<file path="src/rtl/mul_div_unit.sv">
// Multi-cycle signed multiply (radix-2 Booth) / divide (non-restoring) unit.
// Operand a comes from Y, b from the bus; results feed the ZHI/ZLO registers.
module mul_div_unit #(
    parameter int unsigned WIDTH = 32
) (
    input  logic             clock,
    input  logic             clear,
    input  logic             start,
    input  logic             op,
    input  logic [WIDTH-1:0] a,
    input  logic [WIDTH-1:0] b,
    output logic [WIDTH-1:0] z_hi,
    output logic [WIDTH-1:0] z_lo,
    output logic             busy,
    output logic             done,
    output logic             div_by_zero
);

    localparam int unsigned CW = (WIDTH > 1) ? $clog2(WIDTH) : 1;

    typedef enum logic [1:0] {
        IDLE = 2'd0,
        RUN  = 2'd1,
        FIX  = 2'd2,
        DONE = 2'd3
    } state_t;

    state_t state, state_nxt;

    logic [CW-1:0]    count;
    logic             op_lat;
    logic             quo_neg;
    logic             rem_neg;
    logic [WIDTH:0]   acc;
    logic [WIDTH-1:0] q;
    logic             q_m1;
    logic [WIDTH:0]   m;

    logic             accept_c;
    logic             dz_c;
    logic             busy_c;
    logic             done_c;

    logic [WIDTH-1:0] a_mag;
    logic [WIDTH-1:0] b_mag;
    logic [WIDTH:0]   booth_sum;
    logic [WIDTH:0]   rem_shift;
    logic [WIDTH:0]   rem_new;
    logic [WIDTH-1:0] rem_fix;
    logic [WIDTH-1:0] rem_res;
    logic [WIDTH-1:0] quo_res;

    // State register
    always_ff @(posedge clock) begin
        if (clear) begin
            state <= IDLE;
        end else begin
            state <= state_nxt;
        end
    end

    // Next-state logic; a zero divisor skips straight to DONE
    always_comb begin
        state_nxt = state;
        case (state)
            IDLE: begin
                if (start) begin
                    state_nxt = (op && (b == '0)) ? DONE : RUN;
                end
            end
            RUN: begin
                if (count == CW'(WIDTH - 1)) begin
                    state_nxt = FIX;
                end
            end
            FIX:     state_nxt = DONE;
            DONE:    state_nxt = IDLE;
            default: state_nxt = IDLE;
        endcase
    end

    // Control outputs; busy/done are registered from the current state
    always_comb begin
        accept_c = 1'b0;
        dz_c     = 1'b0;
        busy_c   = 1'b0;
        done_c   = 1'b0;
        case (state)
            IDLE: begin
                accept_c = start;
                dz_c     = start && op && (b == '0);
            end
            RUN:     busy_c = 1'b1;
            FIX:     busy_c = 1'b1;
            DONE:    done_c = 1'b1;
            default: ;
        endcase
    end

    always_ff @(posedge clock) begin
        if (clear) begin
            busy <= 1'b0;
            done <= 1'b0;
        end else begin
            busy <= busy_c;
            done <= done_c;
        end
    end

    // Iteration arithmetic for both operations
    always_comb begin
        a_mag = a[WIDTH-1] ? -a : a;
        b_mag = b[WIDTH-1] ? -b : b;

        booth_sum = acc;
        case ({q[0], q_m1})
            2'b01:   booth_sum = acc + m;
            2'b10:   booth_sum = acc - m;
            default: booth_sum = acc;
        endcase

        rem_shift = {acc[WIDTH-1:0], q[WIDTH-1]};
        rem_new   = acc[WIDTH] ? (rem_shift + m) : (rem_shift - m);

        rem_fix = acc[WIDTH] ? (acc[WIDTH-1:0] + m[WIDTH-1:0]) : acc[WIDTH-1:0];
        rem_res = rem_neg ? -rem_fix : rem_fix;
        quo_res = quo_neg ? -q : q;
    end

    // Datapath and result registers
    always_ff @(posedge clock) begin
        if (clear) begin
            count       <= '0;
            op_lat      <= 1'b0;
            quo_neg     <= 1'b0;
            rem_neg     <= 1'b0;
            acc         <= '0;
            q           <= '0;
            q_m1        <= 1'b0;
            m           <= '0;
            z_hi        <= '0;
            z_lo        <= '0;
            div_by_zero <= 1'b0;
        end else begin
            if (accept_c) begin
                count       <= '0;
                op_lat      <= op;
                quo_neg     <= a[WIDTH-1] ^ b[WIDTH-1];
                rem_neg     <= a[WIDTH-1];
                acc         <= '0;
                q_m1        <= 1'b0;
                div_by_zero <= dz_c;
                if (op) begin
                    q <= a_mag;
                    m <= {1'b0, b_mag};
                end else begin
                    q <= b;
                    m <= {a[WIDTH-1], a};
                end
                if (dz_c) begin
                    z_hi <= a;
                    z_lo <= '1;
                end
            end

            if (state == RUN) begin
                count <= count + CW'(1);
                if (op_lat) begin
                    acc <= rem_new;
                    q   <= {q[WIDTH-2:0], ~rem_new[WIDTH]};
                end else begin
                    acc  <= {booth_sum[WIDTH], booth_sum[WIDTH:1]};
                    q    <= {booth_sum[0], q[WIDTH-1:1]};
                    q_m1 <= q[0];
                end
            end

            if (state == FIX) begin
                if (op_lat) begin
                    z_hi <= rem_res;
                    z_lo <= quo_res;
                end else begin
                    z_hi <= acc[WIDTH-1:0];
                    z_lo <= q;
                end
            end
        end
    end

endmodule

</file>
<file path="config.mk">
export PLATFORM = sky130hd
export DESIGN_NAME = mul_div_unit
export DESIGN_NICKNAME = d
export VERILOG_FILES = /design/src/rtl/mul_div_unit.sv
export SDC_FILE = /design/constraint.sdc
export NUM_CORES = 1
export LEC_CHECK = 0
export ABC_AREA = 1
export CAP_MARGIN = 25
export CORE_MARGIN = 4
export CORE_UTILIZATION = 30
export DETAILED_ROUTE_END_ITERATION = 8
export PLACE_DENSITY = 0.55
export SLEW_MARGIN = 20
export SYNTH_ARGS = -nofsm -noshare
export SYNTH_HDL_FRONTEND = slang
export SYNTH_SLANG_ARGS = --single-unit
</file>
<file path="constraint.sdc">
create_clock -name clock -period 4.4 [get_ports clock]
set_clock_uncertainty 0.2 [all_clocks]
set_input_delay 0.66 -clock clock [delete_from_list [all_inputs] [get_ports clock]]
set_output_delay 0.66 -clock clock [all_outputs]
set_load 0.02 [all_outputs]
</file>
==> results of run 1 <==
## state kept, by name (all words and copies together) (netlist names), 2 cells and up
register and cells:
q 32, count 5, m 33, state 2, acc 33, z_hi 32, z_lo 32
## area by class of cell
class                   instances  area, µm²  area share, %
repair buffers                280       2490           10.9
multi-input cells            2573      13700           59.9
clock inverters                11        130          0.570
inverters                     402       1510           6.62
clock buffers                  19        433           1.90
flip-flops and latches        176       3540           15.5
well taps                     837       1050           4.59
## worst max path at each step
stage,start,endpoint,slack [ns],cells after the start
2_1_floorplan,m[1]$_SDFFE_PP0P_,acc[32]$_SDFFE_PP0P_,0.64,29
3_3_place_gp,m[0]$_SDFFE_PP0P_,acc[32]$_SDFFE_PP0P_,0.05,28
3_5_place_dp,m[0]$_SDFFE_PP0P_,acc[31]$_SDFFE_PP0P_,0.05,28
4_1_cts,m[0]$_SDFFE_PP0P_,acc[31]$_SDFFE_PP0P_,0.001,29
5_1_grt,m[1]$_SDFFE_PP0P_,acc[32]$_SDFFE_PP0P_,-0.23,26
6_report,m[1]$_SDFFE_PP0P_,acc[32]$_SDFFE_PP0P_,0.03,27
## power groups by stage
stage          sequential [W]  combinational (W)  clock (W)
2_1_floorplan         0.00209            0.00375          0
3_3_place_gp          0.00215            0.00577          0
3_5_place_dp          0.00215            0.00574          0
4_1_cts               0.00211            0.00577    0.00162
5_1_grt               0.00216            0.00672    0.00168
6_report              0.00213            0.00608    0.00160
## through the flow
stage	std cells	total power, W	hold slack [ns]	TNS (ns)
final	4298	0.00981	0.267	0
after global routing	4298	0.0106	0.300	-1.59
after CTS	4281	0.00951	0.269	0
after detailed placement	4251	0.00789	0.258	0
after global placement	4251	0.00792	0.252	0
after floorplan	3297	0.00584	0.236	0
## timing repair
item                                    in CTS  in global routing
endpoints found under the setup margin       0                 12
gates resized for setup                      0                 75
setup buffers                                0                 17
## cells by family (layout without fill, tap and decap cells)
logic type | after synthesis | in the layout | share of synthesized area (%)
and+or+nand+nor | 1448 | 1448 | 32.4
adders and majority gates | 110 | 110 | 7.37
buffers and inverters | 548 | 712 | 10.9
DFF | 176 | 176 | 18.6
xor gates and xnor gates | 85 | 85 | 3.92
AOI/OAI and AO/OA | 930 | 930 | 26.8
## worst min-delay path: stages (launching register included)
cell and delay, ns:
dfxtp_1 0.31, nand2_1 0.06, a21oi_1 0.05
## cells in the mapped netlist (6+ instances only)
library cell	n
o21ai_1	16
o22ai_1	11
nand3_1	190
o221ai_1	30
xor2_1	64
inv_1	390
nand3_2	7
nor3_2	7
clkbuf_1	116
xnor2_1	21
buf_1	21
inv_2	8
a21o_1	12
ha_1	107
nand3b_1	6
a221oi_1	6
nand2_1	835
o21bai_1	7
nor4_1	17
a21oi_1	359
nand2_2	11
buf_2	8
o21ai_0	383
nand4_1	30
nor3_1	34
dfxtp_1	176
a31oi_1	36
nor2_2	12
nor2_1	268
o211ai_1	41
or2_2	12
o31ai_1	6
## layer usage
layer  global-route usage (%)  routed length (µm)  vias up
met5                        0                  30        -
met4                     7.63                2380        4
met3                     2.97                5430      130
met2                     39.5               38100      791
met1                     32.6               37300    10406
li1                         -                   -    11319
==> flow_summary.json, run 1 <==
{
  "synth_warnings": 0,
  "clk_latency_ns": 0.47,
  "setup_ws_ns": 0.0314,
  "holdPathStages": 2,
  "netlist_instances": 3297,
  "cts_tree": "built",
  "vdd_drop_max_uv": 316,
  "htreeDepth": 4,
  "min_path_type": "register to register",
  "grt_max_degree": 115,
  "drive_above_1_share_pct": 8.93,
  "root_buffer": "clkbuf_16",
  "fin_crit_sh_pct": 99.3,
  "r2r-start": "m[1]$_SDFFE_PP0P_",
  "setup_viol": 0,
  "clock_path_buffers": 2,
  "arrival_ns": 4.48,
  "fin_area_um2": 22800,
  "core_area_um2": 62200,
  "maxSlewHeadroom_pct": 32.1,
  "start_util_pct": 30.5,
  "rr_worst_depth": 27,
  "worstMarginPinSlew_ns": 1.01,
  "grt_pass1_wl_mm": 126,
  "placedInstanceArea_um2": 21800,
  "grt_pass1_vias": 21349,
  "wl_per_cell_um": 19.4,
  "drc_errors": 0,
  "dieArea_um2": 67400,
  "status": "finished clean",
  "rsz0062_at_grt": "yes",
  "cts_buffers": 17,
  "cts.clk_slew.worst_paths_ns": 0.08,
  "p_seq_share_pct": 21.7,
  "yosysUniqueCellTypes": 54,
  "drt-initial-drc-count": 1942,
  "dieWidth_um": 260,
  "dpl_worst_slack_ns": 0.0549,
  "switching_share_pct": 51.7,
  "n_fill_cell": 6977,
  "num_vias": 22650,
  "ys_ff_latch": 176,
  "period_needed_ns": 4.37,
  "slew_viol_final": 0,
  "synthArstFlopShare_pct": 0,
  "routed_wirelength_mm": 83.2,
  "syn-num-nets": 3475,
  "antenna_cells": 0,
  "clockPowerShare_pct": 16.3,
  "drt-vias-per-instance": 5.27,
  "synth_flop_cell": "dfxtp_1",
  "leakage_nw": 10.3,
  "crit_path_end_kind": "register",
  "nNetsFinal": 3628,
  "std_cell_rows": 91,
  "ioPinCount": 135,
  "place.gp.congestion": 0.962,
  "start_kind": "register",
  "cts_sinks": 176,
  "overflow": 0,
  "switchingPower_w": 0.00507,
  "yosysTopAreaCell": "dfxtp_1",
  "worstHoldEndpoint": "rem_neg$_SDFFE_PP0P_",
  "max_cap_viol_count": 0,
  "critPathKind": "register to register",
  "syn_to_final_growth_pct": 20.1,
  "critical_path.max_stage_delay_ns": 0.39,
  "worst-path-buf-inv": 2,
  "fmax_mhz": 229,
  "syn_area_um2": 19000,
  "comb_power_share_pct": 62.0,
  "final_cell_mix": "829 x nand2_1, 387 x inv_1, 369 x o21ai_0",
  "postLayoutCoreUtil_pct": 36.7,
  "synth_edf_count": 0,
  "syn_area_per_cell_um2": 5.76,
  "cp_max_fo": 4,
  "yosysTopAreaCellShare_pct": 18.6,
  "die_h_um": 260,
  "worstPathRequired_ns": 4.51,
  "slowest_stage": "ha_1",
  "p_int_w": 0.00473,
  "final_common_cell": "nand2_1",
  "synthTopCellsByArea": "dfxtp_1 19%, nand2_1 17%, o21ai_0 10%, a21oi_1 9.5%, inv_1 7.7%",
  "first_pass_iters": 6,
  "hold_buffers": 0,
  "track_usage_pct": 23.9,
  "port_buffers": 134,
  "power_density_nw_per_um2": 430,
  "synth-seq-area-share_pct": 18.6,
  "antenna_found_initial": 2,
  "rrSetupSlack_ns": 0.03,
  "cp_top_family": "simple AND/OR/NAND/NOR gates",
  "r2r-end": "acc[32]$_SDFFE_PP0P_",
  "hp-start": "rem_neg$_SDFFE_PP0P_",
  "place_hpwl_mm": 65.6,
  "final_antenna_net_count": 0,
  "hold_viol": 0
}
Note: power is estimated with default switching activity, not from simulation.
==> run 2: changes to the inputs <==
--- a/config.mk
+++ b/config.mk
@@ -10,6 +10,7 @@
 export CORE_MARGIN = 4
 export CORE_UTILIZATION = 30
 export DETAILED_ROUTE_END_ITERATION = 8
+export GPL_ROUTABILITY_DRIVEN = 0
 export PLACE_DENSITY = 0.55
 export SLEW_MARGIN = 20
 export SYNTH_ARGS = -nofsm -noshare
==> constraint.sdc (replaced) <==
create_clock -name clock -period 4.48 [get_ports clock]
set_clock_uncertainty 0.2 [all_clocks]
set_input_delay 0.672 -clock clock [delete_from_list [all_inputs] [get_ports clock]]
set_output_delay 0.672 -clock clock [all_outputs]
set_load 0.02 [all_outputs]
==> flow_summary.json, run 2 (synthesis gave the netlist of run 1 again) <==
{
  "status": "finished clean",
  "final.setup.tns_ns": 0,
  "clk_latency_ns": 0.47,
  "min_path_type": "input port to register",
  "drive_above_1_share_pct": 7.94,
  "grt_pass1_wl_mm": 122,
  "slowest_stage": "ha_1",
  "maxSlewHeadroom_pct": 29.1,
  "vdd_drop_max_uv": 287,
  "leakage_nw": 10.1,
  "worstPathRequired_ns": 4.59,
  "clock_path_buffers": 2,
  "slew_viol_final": 0,
  "htreeDepth": 4,
  "fin_area_um2": 22500,
  "worst-path-buf-inv": 2,
  "setup_ws_ns": 0.0812,
  "cts_sinks": 176,
  "antenna_cells": 0,
  "dpl_worst_slack_ns": -0.0676,
  "placedInstanceArea_um2": 21500,
  "wl_per_cell_um": 18.8,
  "die_h_um": 260,
  "grt_pass1_vias": 21086,
  "start_util_pct": 30.5,
  "final_antenna_net_count": 0,
  "critical_path.max_stage_delay_ns": 0.34,
  "crit_path_end_kind": "register",
  "place_hpwl_mm": 62.7,
  "cp_max_fo": 4,
  "cp_top_family": "simple AND/OR/NAND/NOR gates",
  "port_buffers": 134,
  "root_buffer": "clkbuf_16",
  "syn_to_final_growth_pct": 18.4,
  "final_common_cell": "nand2_1",
  "drt-vias-per-instance": 5.29,
  "hold_viol": 0,
  "antenna_found_initial": 0,
  "dieArea_um2": 67400,
  "top_regs": "acc x33, m x33",
  "first_pass_iters": 6,
  "period_needed_ns": 4.40,
  "grt_max_degree": 104,
  "rsz0062_at_grt": "yes",
  "cts_buffers": 17,
  "drt-initial-drc-count": 1936,
  "fin_crit_sh_pct": 98.2,
  "final_cell_mix": "822 x nand2_1, 388 x inv_1, 374 x o21ai_0",
  "power_density_nw_per_um2": 417,
  "nNetsFinal": 3580,
  "ioPinCount": 135,
  "core_area_um2": 62200,
  "num_vias": 22509,
  "max_cap_viol_count": 0,
  "critPathKind": "register to register",
  "arrival_ns": 4.51,
  "std_cell_rows": 91,
  "track_usage_pct": 23.1,
  "setup_viol": 0,
  "cts_tree": "built",
  "drc_errors": 0,
  "dieWidth_um": 260,
  "routed_wirelength_mm": 80.1,
  "worstMarginPinSlew_ns": 1.06,
  "start_kind": "register",
  "fmax_mhz": 227,
  "cts.clk_slew.worst_paths_ns": 0.07,
  "overflow": 0
}
-- run 2: metrics by stage --
| stage | cells | total power (W) | util (%) | hold slack (ns) |
|---|---|---|---|---|
| 2_1_floorplan | 3297 | 0.00574 | - | 0.236 |
| 3_3_place_gp | 4203 | 0.00748 | 34.6 | 0.256 |
| 3_5_place_dp | 4203 | 0.00747 | 34.6 | 0.258 |
| 4_1_cts | 4235 | 0.00905 | 35.5 | 0.195 |
| 5_1_grt | 4252 | 0.0101 | 36.2 | 0.222 |
| 6_report | 4252 | 0.00937 | 36.2 | 0.210 |
-- run 2: worst reg2reg max path: stages (launching register included) --
cell,delay (ns)
dfxtp_2,0.32
buf_6,0.11
nor3_4,0.20
nand3b_1,0.17
nor2_2,0.19
nand3_2,0.15
nor2_4,0.19
nand4_4,0.10
nor2_2,0.16
inv_2,0.07
nor2_4,0.15
nand4_4,0.13
nor2_4,0.14
nand2_1,0.06
nand2_1,0.07
o21ai_2,0.06
nand2_1,0.07
o21ai_2,0.06
ha_1,0.34
a21o_1,0.19
a21oi_2,0.13
nor2_1,0.07
nor4_2,0.29
nand3_1,0.18
nand4_1,0.17
nand3_4,0.13
nand3_1,0.10
a21oi_1,0.06
-- run 2: path summary, 6_finish.rpt --
check	startpoint	to	slack, ns	cells past startpoint
worst max-delay path	m[1]$_SDFFE_PP0P_	acc[32]$_SDFFE_PP0P_	0.08	27
worst min-delay path	clear	done$_SDFF_PP0_	0.21	2
worst min register to register	q_m1$_SDFF_PP0_	q_m1$_SDFF_PP0_	0.27	2
worst max register to register	m[1]$_SDFFE_PP0P_	acc[32]$_SDFFE_PP0P_	0.08	27
-- run 2: cell type report --
type,instances,area (µm²)
clock buffers,24,503
multi-input cells,2573,13700
repair buffers,232,2130
well taps,837,1050
clock inverters,8,68.8
fillers,6984,39700
flip-flops and latches,176,3530
inverters,402,1510
-- run 2: routing by layer --
metal	track usage, %	part of all wire (%)	vias to the layer above
li1	-	-	11244
met1	30.6	44	10314
met2	38.6	46	822
met3	2.96	6.8	129
met4	8.11	3.1	0
met5	0	0	-
-- run 2: power breakdown --
group / internal [W] / total [W] / switching [W] / leakage, nW
clock: 0.000798 / 0.00155 / 0.000752 / 0.271
sequential: 0.00178 / 0.00212 / 0.000341 / 1.44
combinational: 0.00191 / 0.00570 / 0.00380 / 8.40
-- run 2: timing repair --
action | 4_1_cts | 5_1_grt
hold buffers | 0 | 0
gates cloned | 0 | 0
gates resized for setup | 2 | 77
setup buffers | 0 | 17
pin swaps | 0 | 35
setup endpoints to repair | 1 | 13
==> run 3: changes to the inputs <==
--- a/config.mk
+++ b/config.mk
@@ -6,12 +6,13 @@
 export NUM_CORES = 1
 export LEC_CHECK = 0
 export ABC_AREA = 1
-export CAP_MARGIN = 25
+export CELL_PAD_IN_SITES_DETAIL_PLACEMENT = 1
+export CELL_PAD_IN_SITES_GLOBAL_PLACEMENT = 2
 export CORE_MARGIN = 4
 export CORE_UTILIZATION = 30
 export DETAILED_ROUTE_END_ITERATION = 8
 export GPL_ROUTABILITY_DRIVEN = 0
-export PLACE_DENSITY = 0.55
+export PLACE_DENSITY = 0.87
 export SLEW_MARGIN = 20
 export SYNTH_ARGS = -nofsm -noshare
 export SYNTH_HDL_FRONTEND = slang
==> flow_summary.json, run 3 (synthesis gave the netlist of run 1 again) <==
{
  "routed_wirelength_mm": 89.2,
  "r2r-start": "m[1]$_SDFFE_PP0P_",
  "top_regs": "acc x33, m x33",
  "htreeDepth": 4,
  "setup_ws_ns": -0.0221,
  "rsz0062_at_grt": "yes",
  "comb_power_share_pct": 62.0,
  "crit_path_end_kind": "register",
  "drt-vias-per-instance": 5.46,
  "n_fill_cell": 8375,
  "drt-initial-drc-count": 1859,
  "p_total_w": 0.00991,
  "wl_met1_mm": 41.3,
  "antenna_found_initial": 0,
  "maxUsedRoutingLayer": "met4",
  "switchingPower_w": 0.00527,
  "p_seq_share_pct": 21.5,
  "max_cap_viol_count": 0,
  "slowest_stage": "dfxtp_2",
  "first_pass_iters": 6,
  "power_density_nw_per_um2": 434,
  "final.setup.tns_ns": -0.0427,
  "rr_worst_depth": 29,
  "std_cell_rows": 91,
  "drive_above_1_share_pct": 9.37,
  "critPathKind": "register to register",
  "final_antenna_net_count": 0,
  "final-seq-area_um2": 3540,
  "final_cell_mix": "820 x nand2_1, 384 x inv_1, 365 x o21ai_0",
  "overflow": 0,
  "hold_buffers": 0,
  "holdPathStages": 2,
  "fin_crit_sh_pct": 100,
  "p_int_w": 0.00464,
  "min_path_type": "register to register",
  "clock_path_buffers": 2,
  "cts_tree": "built",
  "leakage_nw": 10.2,
  "status": "finished with violations",
  "maxSlewHeadroom_pct": 30.4,
  "ioPinCount": 135,
  "switching_share_pct": 53.2,
  "hold_viol": 0,
  "cp_common_cell": "nand3_2",
  "cts_sinks": 176,
  "setup_viol": 2,
  "port_buffers": 134,
  "die_h_um": 260,
  "start_util_pct": 30.5,
  "wl_per_cell_um": 20.9,
  "track_usage_pct": 25.6,
  "drc_errors": 0,
  "final-instance-count-excl-fill": 4273,
  "cp_max_fo": 4,
  "worstHoldEndpoint": "q_m1$_SDFF_PP0_",
  "clk_latency_ns": 0.47,
  "grt_pass1_vias": 22758,
  "vdd_drop_max_uv": 312,
  "place_inst": 4219,
  "worstMarginPinSlew_ns": 1.03,
  "multi_input_area_um2": 13900,
  "worstPathRequired_ns": 4.62,
  "dieWidth_um": 260,
  "period_needed_ns": 4.50,
  "start_kind": "register",
  "dieArea_um2": 67400,
  "final_common_cell": "nand2_1",
  "hp-start": "q_m1$_SDFF_PP0_",
  "route.met2.wl_mm": 40.4,
  "cts_buffers": 17,
  "postLayoutCoreUtil_pct": 36.7,
  "place_hpwl_mm": 70.8,
  "met3WireLength_mm": 5.07,
  "holdWs_ns": 0.274,
  "r2r-end": "acc[31]$_SDFFE_PP0P_",
  "critical_path.max_stage_delay_ns": 0.35,
  "nNetsFinal": 3601,
  "grt_max_degree": 97,
  "violations": "negative setup slack",
  "clockPowerShare_pct": 16.5,
  "slew_viol_final": 0,
  "core_area_um2": 62200,
  "syn_to_final_growth_pct": 20.3,
  "rrSetupSlack_ns": -0.02,
  "arrival_ns": 4.65,
  "root_buffer": "clkbuf_16",
  "antenna_cells": 0,
  "num_vias": 23320,
  "fmax_mhz": 222,
  "cts.clk_slew.worst_paths_ns": 0.08,
  "grt_pass1_wl_mm": 135
}
[run 3: changes by cell type in the layout (fill, tap and decap cells not counted), sizes merged]
cell	before	now
clkbuf	24	18
inv	401	405
clkinv	6	7
buf	100	121
bufinv	0	1
[run 3: power groups by stage]
| stage | clock, W | sequential (W) | combinational (W) |
|---|---|---|---|
| 2_1_floorplan | 0 | 0.00206 | 0.00368 |
| 3_3_place_gp | 0 | 0.00215 | 0.00554 |
| 3_5_place_dp | 0 | 0.00215 | 0.00562 |
| 4_1_cts | 0.00166 | 0.00211 | 0.00565 |
| 5_1_grt | 0.00172 | 0.00216 | 0.00673 |
| 6_report | 0.00164 | 0.00213 | 0.00614 |
[run 3: stage by stage]
stage               instance area, µm²  worst slack, ns
floorplan                        19000            0.716
global placement                 21600            0.136
detailed placement               21600          0.00333
CTS                              22200           0.0282
global route                     22800           -0.331
finish                           22800          -0.0221
[run 3: worst max-delay path by stage]
stage / startpoint / end / slack (ns) / depth (start not counted)
2_1_floorplan: m[1]$_SDFFE_PP0P_ / acc[32]$_SDFFE_PP0P_ / 0.72 / 29
3_3_place_gp: m[0]$_SDFFE_PP0P_ / acc[28]$_SDFFE_PP0P_ / 0.14 / 28
3_5_place_dp: m[1]$_SDFFE_PP0P_ / acc[31]$_SDFFE_PP0P_ / 0.003 / 24
4_1_cts: m[1]$_SDFFE_PP0P_ / q[0]$_SDFFE_PP0P_ / 0.03 / 27
5_1_grt: m[1]$_SDFFE_PP0P_ / acc[31]$_SDFFE_PP0P_ / -0.33 / 29
6_report: m[1]$_SDFFE_PP0P_ / acc[31]$_SDFFE_PP0P_ / -0.02 / 29
[run 3: worst max-delay path: cells and delay by family, from the launching register on]
family	cells	cell delay [ns]
AND/OR/NAND/NOR	21	2.73
AO/OA/AOI/OAI	5	0.54
flip-flops	1	0.35
adder cells (fa/ha/maj)	1	0.35
buffers and inverters	2	0.19
[run 3: what timing repair did]
action / in CTS / in global routing
endpoints found under the setup margin: 3 / 19
setup buffers: 0 / 23
resized for setup: 2 / 126
hold endpoints to repair: 0 / 0
pin swaps: 1 / 70
[run 3: layout make-up]
cell class	instances	area share [%]
Tap cell	837	4.58
Inverter	402	6.61
Timing Repair Buffer	253	9.93
Clock buffer	18	1.92
Clock inverter	14	0.723
Sequential cell	176	15.5
Multi-Input combinational cell	2573	60.8
[run 3: metal layers]
metal  vias to the layer above  track usage [%]
li1                      11272                -
met5                         -                0
met1                     11262             36.2
met2                       687             42.1
met3                        99             2.14
met4                         0             6.75
